### src/rtl/pe_input_feeder.sv
// rtl/pe_input_feeder.sv - skewed pixel feeder with walking start token for the PE array
// Lane i of img carries the pixel stream delayed by i advances; start marks pixel 0 per lane.
module pe_input_feeder #(
    parameter int IMG_ROW = 13,
    parameter int LEN_W   = 8
) (
    input  logic                 clk,
    input  logic                 reset,
    input  logic                 go,
    input  logic [LEN_W-1:0]     cfg_len,
    input  logic [2:0]           cfg_channel,
    input  logic                 pix_valid,
    input  logic [7:0]           pix_data,
    output logic                 pix_ready,
    output logic [IMG_ROW*8-1:0] img,
    output logic [IMG_ROW-1:0]   start,
    output logic [IMG_ROW-1:0]   pe_reset,
    output logic [2:0]           channel_packed,
    output logic                 busy,
    output logic                 done
);

    localparam int DW = (IMG_ROW > 2) ? $clog2(IMG_ROW - 1) : 1;
    localparam logic [DW-1:0] DRAIN_LAST = DW'(IMG_ROW - 2);

    typedef enum logic [2:0] {
        S_IDLE,
        S_CLEAR,
        S_RUN,
        S_DRAIN,
        S_DONE
    } state_t;

    state_t state_q, state_d;

    logic [LEN_W-1:0]     len_q, len_d;
    logic [LEN_W-1:0]     count_q, count_d;
    logic [DW-1:0]        drain_q, drain_d;
    logic [2:0]           channel_q, channel_d;
    logic [IMG_ROW*8-1:0] img_q, img_d;
    logic [IMG_ROW-1:0]   token_q, token_d;
    logic [IMG_ROW-1:0]   start_q, start_d;
    logic [IMG_ROW-1:0]   pe_reset_q, pe_reset_d;

    logic       beat;
    logic       advance;
    logic       first;
    logic [7:0] adv_byte;

    always_ff @(posedge clk) begin
        if (reset) begin
            state_q <= S_IDLE;
        end else begin
            state_q <= state_d;
        end
    end

    always_comb begin
        state_d = state_q;
        case (state_q)
            S_IDLE:  if (go) state_d = S_CLEAR;
            S_CLEAR: state_d = (len_q == '0) ? S_DONE : S_RUN;
            S_RUN:   if (beat && (count_q == len_q - LEN_W'(1))) state_d = S_DRAIN;
            S_DRAIN: if (drain_q == DRAIN_LAST) state_d = S_DONE;
            S_DONE:  state_d = S_IDLE;
            default: state_d = S_IDLE;
        endcase
    end

    always_comb begin
        pix_ready = (state_q == S_RUN);
        busy      = (state_q != S_IDLE);
        done      = (state_q == S_DONE);
    end

    always_comb begin
        beat     = pix_valid && pix_ready;
        advance  = ((state_q == S_RUN) && beat) || (state_q == S_DRAIN);
        adv_byte = (state_q == S_RUN) ? pix_data : 8'h00;
        first    = (state_q == S_RUN) && (count_q == '0);

        len_d      = len_q;
        count_d    = count_q;
        channel_d  = channel_q;
        img_d      = img_q;
        token_d    = token_q;
        start_d    = '0;
        pe_reset_d = '0;
        drain_d    = (state_q == S_DRAIN) ? drain_q + DW'(1) : '0;

        if ((state_q == S_IDLE) && go) begin
            len_d      = cfg_len;
            channel_d  = cfg_channel;
            count_d    = '0;
            token_d    = '0;
            pe_reset_d = '1;
        end
        if (state_q == S_CLEAR) begin
            img_d = '0;
        end
        // The token bit leaving the top lane is simply dropped.
        if (advance) begin
            img_d   = {img_q[IMG_ROW*8-9:0], adv_byte};
            token_d = {token_q[IMG_ROW-2:0], first};
            start_d = {token_q[IMG_ROW-2:0], first};
        end
        if ((state_q == S_RUN) && beat) begin
            count_d = count_q + LEN_W'(1);
        end
    end

    always_ff @(posedge clk) begin
        if (reset) begin
            len_q      <= '0;
            count_q    <= '0;
            drain_q    <= '0;
            channel_q  <= '0;
            img_q      <= '0;
            token_q    <= '0;
            start_q    <= '0;
            pe_reset_q <= '0;
        end else begin
            len_q      <= len_d;
            count_q    <= count_d;
            drain_q    <= drain_d;
            channel_q  <= channel_d;
            img_q      <= img_d;
            token_q    <= token_d;
            start_q    <= start_d;
            pe_reset_q <= pe_reset_d;
        end
    end

    assign img            = img_q;
    assign start          = start_q;
    assign pe_reset       = pe_reset_q;
    assign channel_packed = channel_q;

endmodule

### config.mk
export PLATFORM = sky130hd
export DESIGN_NAME = pe_input_feeder
export DESIGN_NICKNAME = d
export VERILOG_FILES = /design/src/rtl/pe_input_feeder.sv
export SDC_FILE = /design/constraint.sdc
export NUM_CORES = 1
export LEC_CHECK = 0
export CELL_PAD_IN_SITES_DETAIL_PLACEMENT = 0
export CELL_PAD_IN_SITES_GLOBAL_PLACEMENT = 1
export CORE_MARGIN = 8
export CORE_UTILIZATION = 38
export CTS_CLUSTER_DIAMETER = 30
export DETAILED_ROUTE_END_ITERATION = 8
export GPL_TIMING_DRIVEN = 1
export PLACE_DENSITY_LB_ADDON = 0.1
export SYNTH_ARGS = -nofsm -noshare
export SYNTH_HDL_FRONTEND = slang
export SYNTH_SLANG_ARGS = --single-unit
### constraint.sdc
create_clock -name clk -period 2.8 [get_ports clk]
set_input_delay 0.28 -clock clk [delete_from_list [all_inputs] [get_ports clk]]
set_output_delay 0.28 -clock clk [all_outputs]
set_load 0.01 [all_outputs]
==> impl_metrics.yaml, run 1 <==
status:
  status: "complete, no violations"
drt:
  first_iter_violations: 289
  wl_per_cell_um: 16.8
  via_per_inst: 5.17
  dr_total_vias: 4660
  ant_nets: 0
  wirelength_um: 15100
  drt_pass1_iterations: 5
  drc: 0
run:
  drv_cap: 0
floorplan:
  initial_core_util_pct: 38.6
  fp.dieH_um: 137
  rows: 44
  dieArea_um2: 18900
  die_w_um: 137
  coreArea_um2: 14500
  io_pins: 159
place:
  gp_congestion: 0.756
  portBuffers: 158
  dp_cells: 869
  hpwl_um: 10200
timing:
  maxSlewViolCount: 0
  setup_viol: 0
  rsz0062_at_grt: "no"
  finalCritPeriodShare_pct: 83.6
  worstMarginPinSlew_ns: 1.02
  finalClockSkew_ns: 0.00763
  layout_min_cycle_time_ns: 2.34
  max_slew_margin_pct: 31.9
  hold_violations: 0
  fmax_mhz: 427
  setup_tns_ns: 0
grt:
  overflow: 0
  grt_pass1_wl_um: 24100
  track_usage_pct: 16.3
  grt_pass1_vias: 4542
  antenna_found_initial: 0
  grt_max_degree: 79
logic_synthesis:
  synth_fp_nets: 603
  syn_area_um2: 5590
  syn_avg_cell_area_um2: 9.73
  ys_ff_latch: 156
  synth-warning-count: 0
  ys_types: 45
  yosys_most_used_dff: "dfxtp_1"
  synth-edff-count: 0
  postSynthCellCount: 575
  synth_seq_area_share_pct: 55.8
  synthArstFlopShare_pct: 0
setup_path:
  slowest_stage: "nor2_4"
  path_class: "reg2reg"
  critical_path.top_delay_family: "simple AND/OR/NAND/NOR gates"
  path_cells: "nand2b_1, nor2_4, buf_4, a22oi_1, nor2_1"
  end_kind: "register"
  crit_cells: 5
  worstPathMaxFanout: 44
  required_ns: 3.15
  crit_buf_inv: 1
  rr_endpoint: "img[48]"
  r2r-start: "state_q[1]"
  cp.arrival_ns: 2.69
  reg2reg_slack_ns: 0.46
  max_stage_delay_ns: 0.84
  rr_worst_depth: 5
  crit_path_start_kind: "register"
cells_and_area:
  fin_cells: 901
  antenna_cells: 0
  syn2layout_area_growth_pct: 40.6
  layout-drive-gt1-share_pct: 6.69
  final_nets: 732
clock_tree:
  clk-insertion-delay-late_ns: 0.42
  root_buffer: "clkbuf_16"
  cts_setup_buffers: 0
  cts_hold_buf: 0
  cts_buffer_depth: 2
  cts_num_sinks: 156
  htree_levels: 4
  tritoncts: "built"
  clk_transition_reported_paths_ns: 0.06
  tritoncts.num_buffers: 17
  cts_resized: 0
worst_hold_path:
  hold_path.class: "in2reg"
  hp-start: "cfg_len[3]"
  min_to: "len_q[3]"
  hold_depth: 3
power_and_ir_drop:
  p_leak_nw: 2.78
  power_density_nw_per_um2: 670
  vdd_drop_max_uv: 423
[flip-flops by register name, summed over array words and instances (netlist names)]
register and cells:
drain_q 4, pe_reset 1, img 104, token_q 12, state_q 3, count_q 8, channel_packed 3, start 13
len_q 8
[worst register-to-register path: stages, from the launching register on]
cell and delay [ns]:
dfxtp_1 0.55, nand2b_1 0.25, nor2_4 0.84, buf_4 0.41
a22oi_1 0.11, nor2_1 0.11
[layout make-up]
cell class / count / area (um^2)
Fill cell: 1308 / 6620
Sequential cell: 156 / 3120
Multi-Input combinational cell: 357 / 2180
Timing Repair Buffer: 167 / 1650
Clock buffer: 20 / 457
Tap cell: 184 / 230
Clock inverter: 12 / 208
Inverter: 5 / 18.8
[cell families (layout without fill, tap and decap cells)]
| family | Yosys count | in the layout | share of synthesized area, % |
|---|---|---|---|
| AOI/OAI and AO/OA | 156 | 156 | 20.1 |
| and+or+nand+nor | 182 | 182 | 15.3 |
| buffers and inverters | 62 | 204 | 5.50 |
| xor gates and xnor gates | 14 | 14 | 2.19 |
| DFF | 156 | 156 | 55.8 |
| adders and majority gates | 5 | 5 | 1.12 |
[Yosys cell counts (5+ instances only)]
library cell	count	area [um^2]
nand2_1	29	109
dfxtp_1	156	3120
inv_1	5	18.8
buf_4	12	90.1
ha_1	5	62.6
xor2_1	6	52.6
o22ai_1	13	81.3
a22o_1	31	272
o21ai_0	6	30.0
nand3b_1	5	37.5
buf_2	24	120
a21oi_1	22	110
nand2b_1	14	87.6
nand3_1	6	30.0
nor3_1	6	30.0
a22oi_1	73	548
xnor2_1	8	70.1
nor2_1	99	372
clkbuf_1	20	75.1
[worst max path at each step]
stage	from	end	slack [ns]
after floorplan	state_q[2]	img[61]	1.38
after global placement	pix_valid	img[61]	0.34
after detailed placement	pix_valid	img[42]	0.29
after CTS	state_q[1]	img[54]	0.45
after global routing	state_q[1]	img[42]	0.24
final	state_q[1]	img[48]	0.46
[per-layer routing]
metal	global-route usage, %	vias to the layer above	share of wire, %
met3	7.11	14	9.3
met4	5.49	0	1.3
met5	0	-	0
met1	19.7	2209	44
li1	-	2295	-
met2	25.4	142	45
[cell usage in the layout, fill, tap and decap left out, types with 13 or more instances in the layout]
master / n
dfxtp_1: 156
a22o_1: 31
clkbuf_16: 17
nand2_1: 29
a22oi_1: 73
clkdlybuf4s50_1: 157
nor2_1: 98
nand2b_1: 14
o22ai_1: 13
a21oi_1: 22
[metrics by stage]
| step | utilization [%] | hold WS, ns | worst slack, ns | cell area [um^2] | power [mW] |
|---|---|---|---|---|---|
| floorplan | - | 0.416 | 1.38 | 5590 | 2.61 |
| global placement | 49.7 | 0.426 | 0.342 | 7200 | 2.74 |
| detailed placement | 49.7 | 0.451 | 0.292 | 7200 | 2.75 |
| CTS | 54.3 | 0.392 | 0.452 | 7860 | 5.33 |
| global route | 54.3 | 0.405 | 0.236 | 7860 | 5.47 |
| finish | 54.3 | 0.411 | 0.461 | 7860 | 5.26 |
[power by group]
part	switching [mW]	total, mW	internal, mW
sequential	0.0313	2.27	2.24
clock	0.927	2.57	1.64
combinational	0.261	0.423	0.162
Note: power is estimated with default switching activity, not from simulation.
==> run 2: changes to the inputs <==
CORE_UTILIZATION = 32   (was 38)
clock period = 2.1 ns   (was 2.8 ns; I/O delays follow)
==> run 2 against run 1 <==
Routed wire length rose by 5.3%; non-clock buffer count rose by 5; worst hold slack got worse by 0.21 ns; sequential power rose by 33%; first-iteration DRC count rose by 11%; global-route usage fell by 1.9 points; critical endpoint is now busy; clock skew fell by 0.0013 ns; register-to-register slack got worse by 0.08 ns; highest routed layer unchanged.
==> impl_metrics.yaml, run 2 (synthesis gave the netlist of run 1 again) <==
setup_path:
  crit_path_start_kind: "register"
  crit_buf_inv: 2
  worstPathMaxFanout: 7
  slowest_stage: "clkdlybuf4s50_1"
  cp.arrival_ns: 1.77
  required_ns: 1.89
  path_cells: "buf_4, or3_1, clkdlybuf4s50_1"
  end_kind: "output pin"
  critical_path.top_delay_family: "buffers and inverters"
  max_stage_delay_ns: 0.48
  path_class: "reg2out"
timing:
  fmax_mhz: 505
  setup_viol: 0
  hold_violations: 0
  worstMarginPinSlew_ns: 0.458
  layout_min_cycle_time_ns: 1.98
  finalClockSkew_ns: 0.00628
  max_slew_margin_pct: 69.1
  rsz0062_at_grt: "no"
  finalCritPeriodShare_pct: 94.4
  worst_hold_slack_ns: 0.201
  setup_tns_ns: 0
  maxSlewViolCount: 0
  fin_ws_ns: 0.118
drt:
  first_iter_violations: 320
  top_layer: "met4"
  ant_nets: 0
  drt-met1-wl_um: 7350
  met2_length_um: 6830
  dr_total_vias: 4626
  drt_pass1_iterations: 4
  drc: 0
  wl_per_cell_um: 16.8
  via_per_inst: 4.88
  wirelength_um: 15900
  routed-wl-met3_um: 1470
cells_and_area:
  antenna_cells: 0
  syn2layout_area_growth_pct: 41.5
  final_nets: 737
  largest_reg_flops: 104
  multi_input_area_um2: 2190
  final_common_cell: "clkdlybuf4s50_1"
  seq_area_um2: 3130
  fin_util_pct: 46.1
  layout-drive-gt1-share_pct: 8.03
  fin_cells: 947
  fillCellCount: 1657
  layout_common_cells: "clkdlybuf4s50_1 (157), dfxtp_1 (154), nor2_1 (96)"
  finalInstanceArea_um2: 7920
floorplan:
  dieArea_um2: 22000
  io_pins: 159
  initial_core_util_pct: 32.6
  rows: 48
  die_w_um: 148
  fp.dieH_um: 148
  coreArea_um2: 17200
grt:
  track_usage_pct: 14.4
  overflow: 0
  grt_pass1_wl_um: 25300
  grt_pass1_vias: 4589
  grt_max_degree: 66
  antenna_found_initial: 0
place:
  pre_cts_slack_ns: 0.0765
  place_area_um2: 7310
  gp_congestion: 0.749
  portBuffers: 158
  dp_cells: 915
  hpwl_um: 10900
power_and_ir_drop:
  p_leak_nw: 2.79
  power_density_nw_per_um2: 847
  total_power_mw: 6.71
  vdd_drop_max_uv: 559
clock_tree:
  cts_buffer_depth: 2
  clk-insertion-delay-late_ns: 0.42
  cts_hold_buf: 0
  cts_num_sinks: 156
  tritoncts.num_buffers: 17
  root_buffer: "clkbuf_16"
  tritoncts: "built"
  cts_setup_buffers: 0
  htree_levels: 4
  clk_transition_reported_paths_ns: 0.06
run:
  drv_cap: 0
status:
  status: "complete, no violations"
worst_hold_path:
  hold_path.class: "in2reg"
==> run 2: cell types whose count changed in the layout (fill, tap and decap cells not counted), moves of 2 or more <==
| cell | delta |
|---|---|
| buf_4 | +3 |
| bufinv_16 | -3 |
| dfxtp_2 | +2 |
| inv_8 | +2 |
| clkbuf_8 | -2 |
| nor2_2 | +2 |
| nor2_1 | -2 |
| dfxtp_1 | -2 |
| clkinv_2 | +2 |
| buf_12 | +2 |
==> run 2: worst reg2reg max path: stages (launching register included) <==
cell,delay [ns]
dfxtp_1,0.40
nand4bb_1,0.46
or4b_1,0.62
a21oi_1,0.15
==> run 2: worst paths after layout <==
path,start,end,slack (ns),cells past startpoint
setup / recovery,state_q[1],busy,0.12,3
hold / removal,reset,img[0],0.20,2
setup reg to reg,state_q[2],count_q[4],0.38,3
hold reg to reg,channel_packed[1],channel_packed[1],0.46,2
==> run 2: where the power goes <==
group / switching [mW] / internal [mW] / total (mW)
clock network: 1.29 / 1.78 / 3.07
registers: 0.0432 / 2.99 / 3.03
logic: 0.356 / 0.240 / 0.597
total: 1.69 / 5.01 / 6.71
==> run 2: metal layers <==
metal	global-route usage (%)	vias to the layer above
met5	0	-
met4	5.76	0
met3	5.93	19
met2	21.1	142
met1	18.3	2163
li1	-	2302
==> run 2: layout make-up <==
class / count / share of cell area (%)
Clock inverter: 14 / 2.02
Multi-Input combinational cell: 357 / 27.7
Clock buffer: 18 / 5.42
Inverter: 5 / 0.237
Tap cell: 225 / 3.56
Timing Repair Buffer: 172 / 21.6
Sequential cell: 156 / 39.5
==> run 2: what timing repair did <==
action / CTS / global route
gates resized for setup: 2 / 4
hold endpoints to repair: 0 / 0
gates cloned: 0 / 0
endpoints found under the setup margin: 1 / 2
==> run 3: changes to the inputs <==
SLEW_MARGIN = 15   (was not set)
==> results of run 3 <==
Final layout, timing and power as in run 2 (identical DEF).
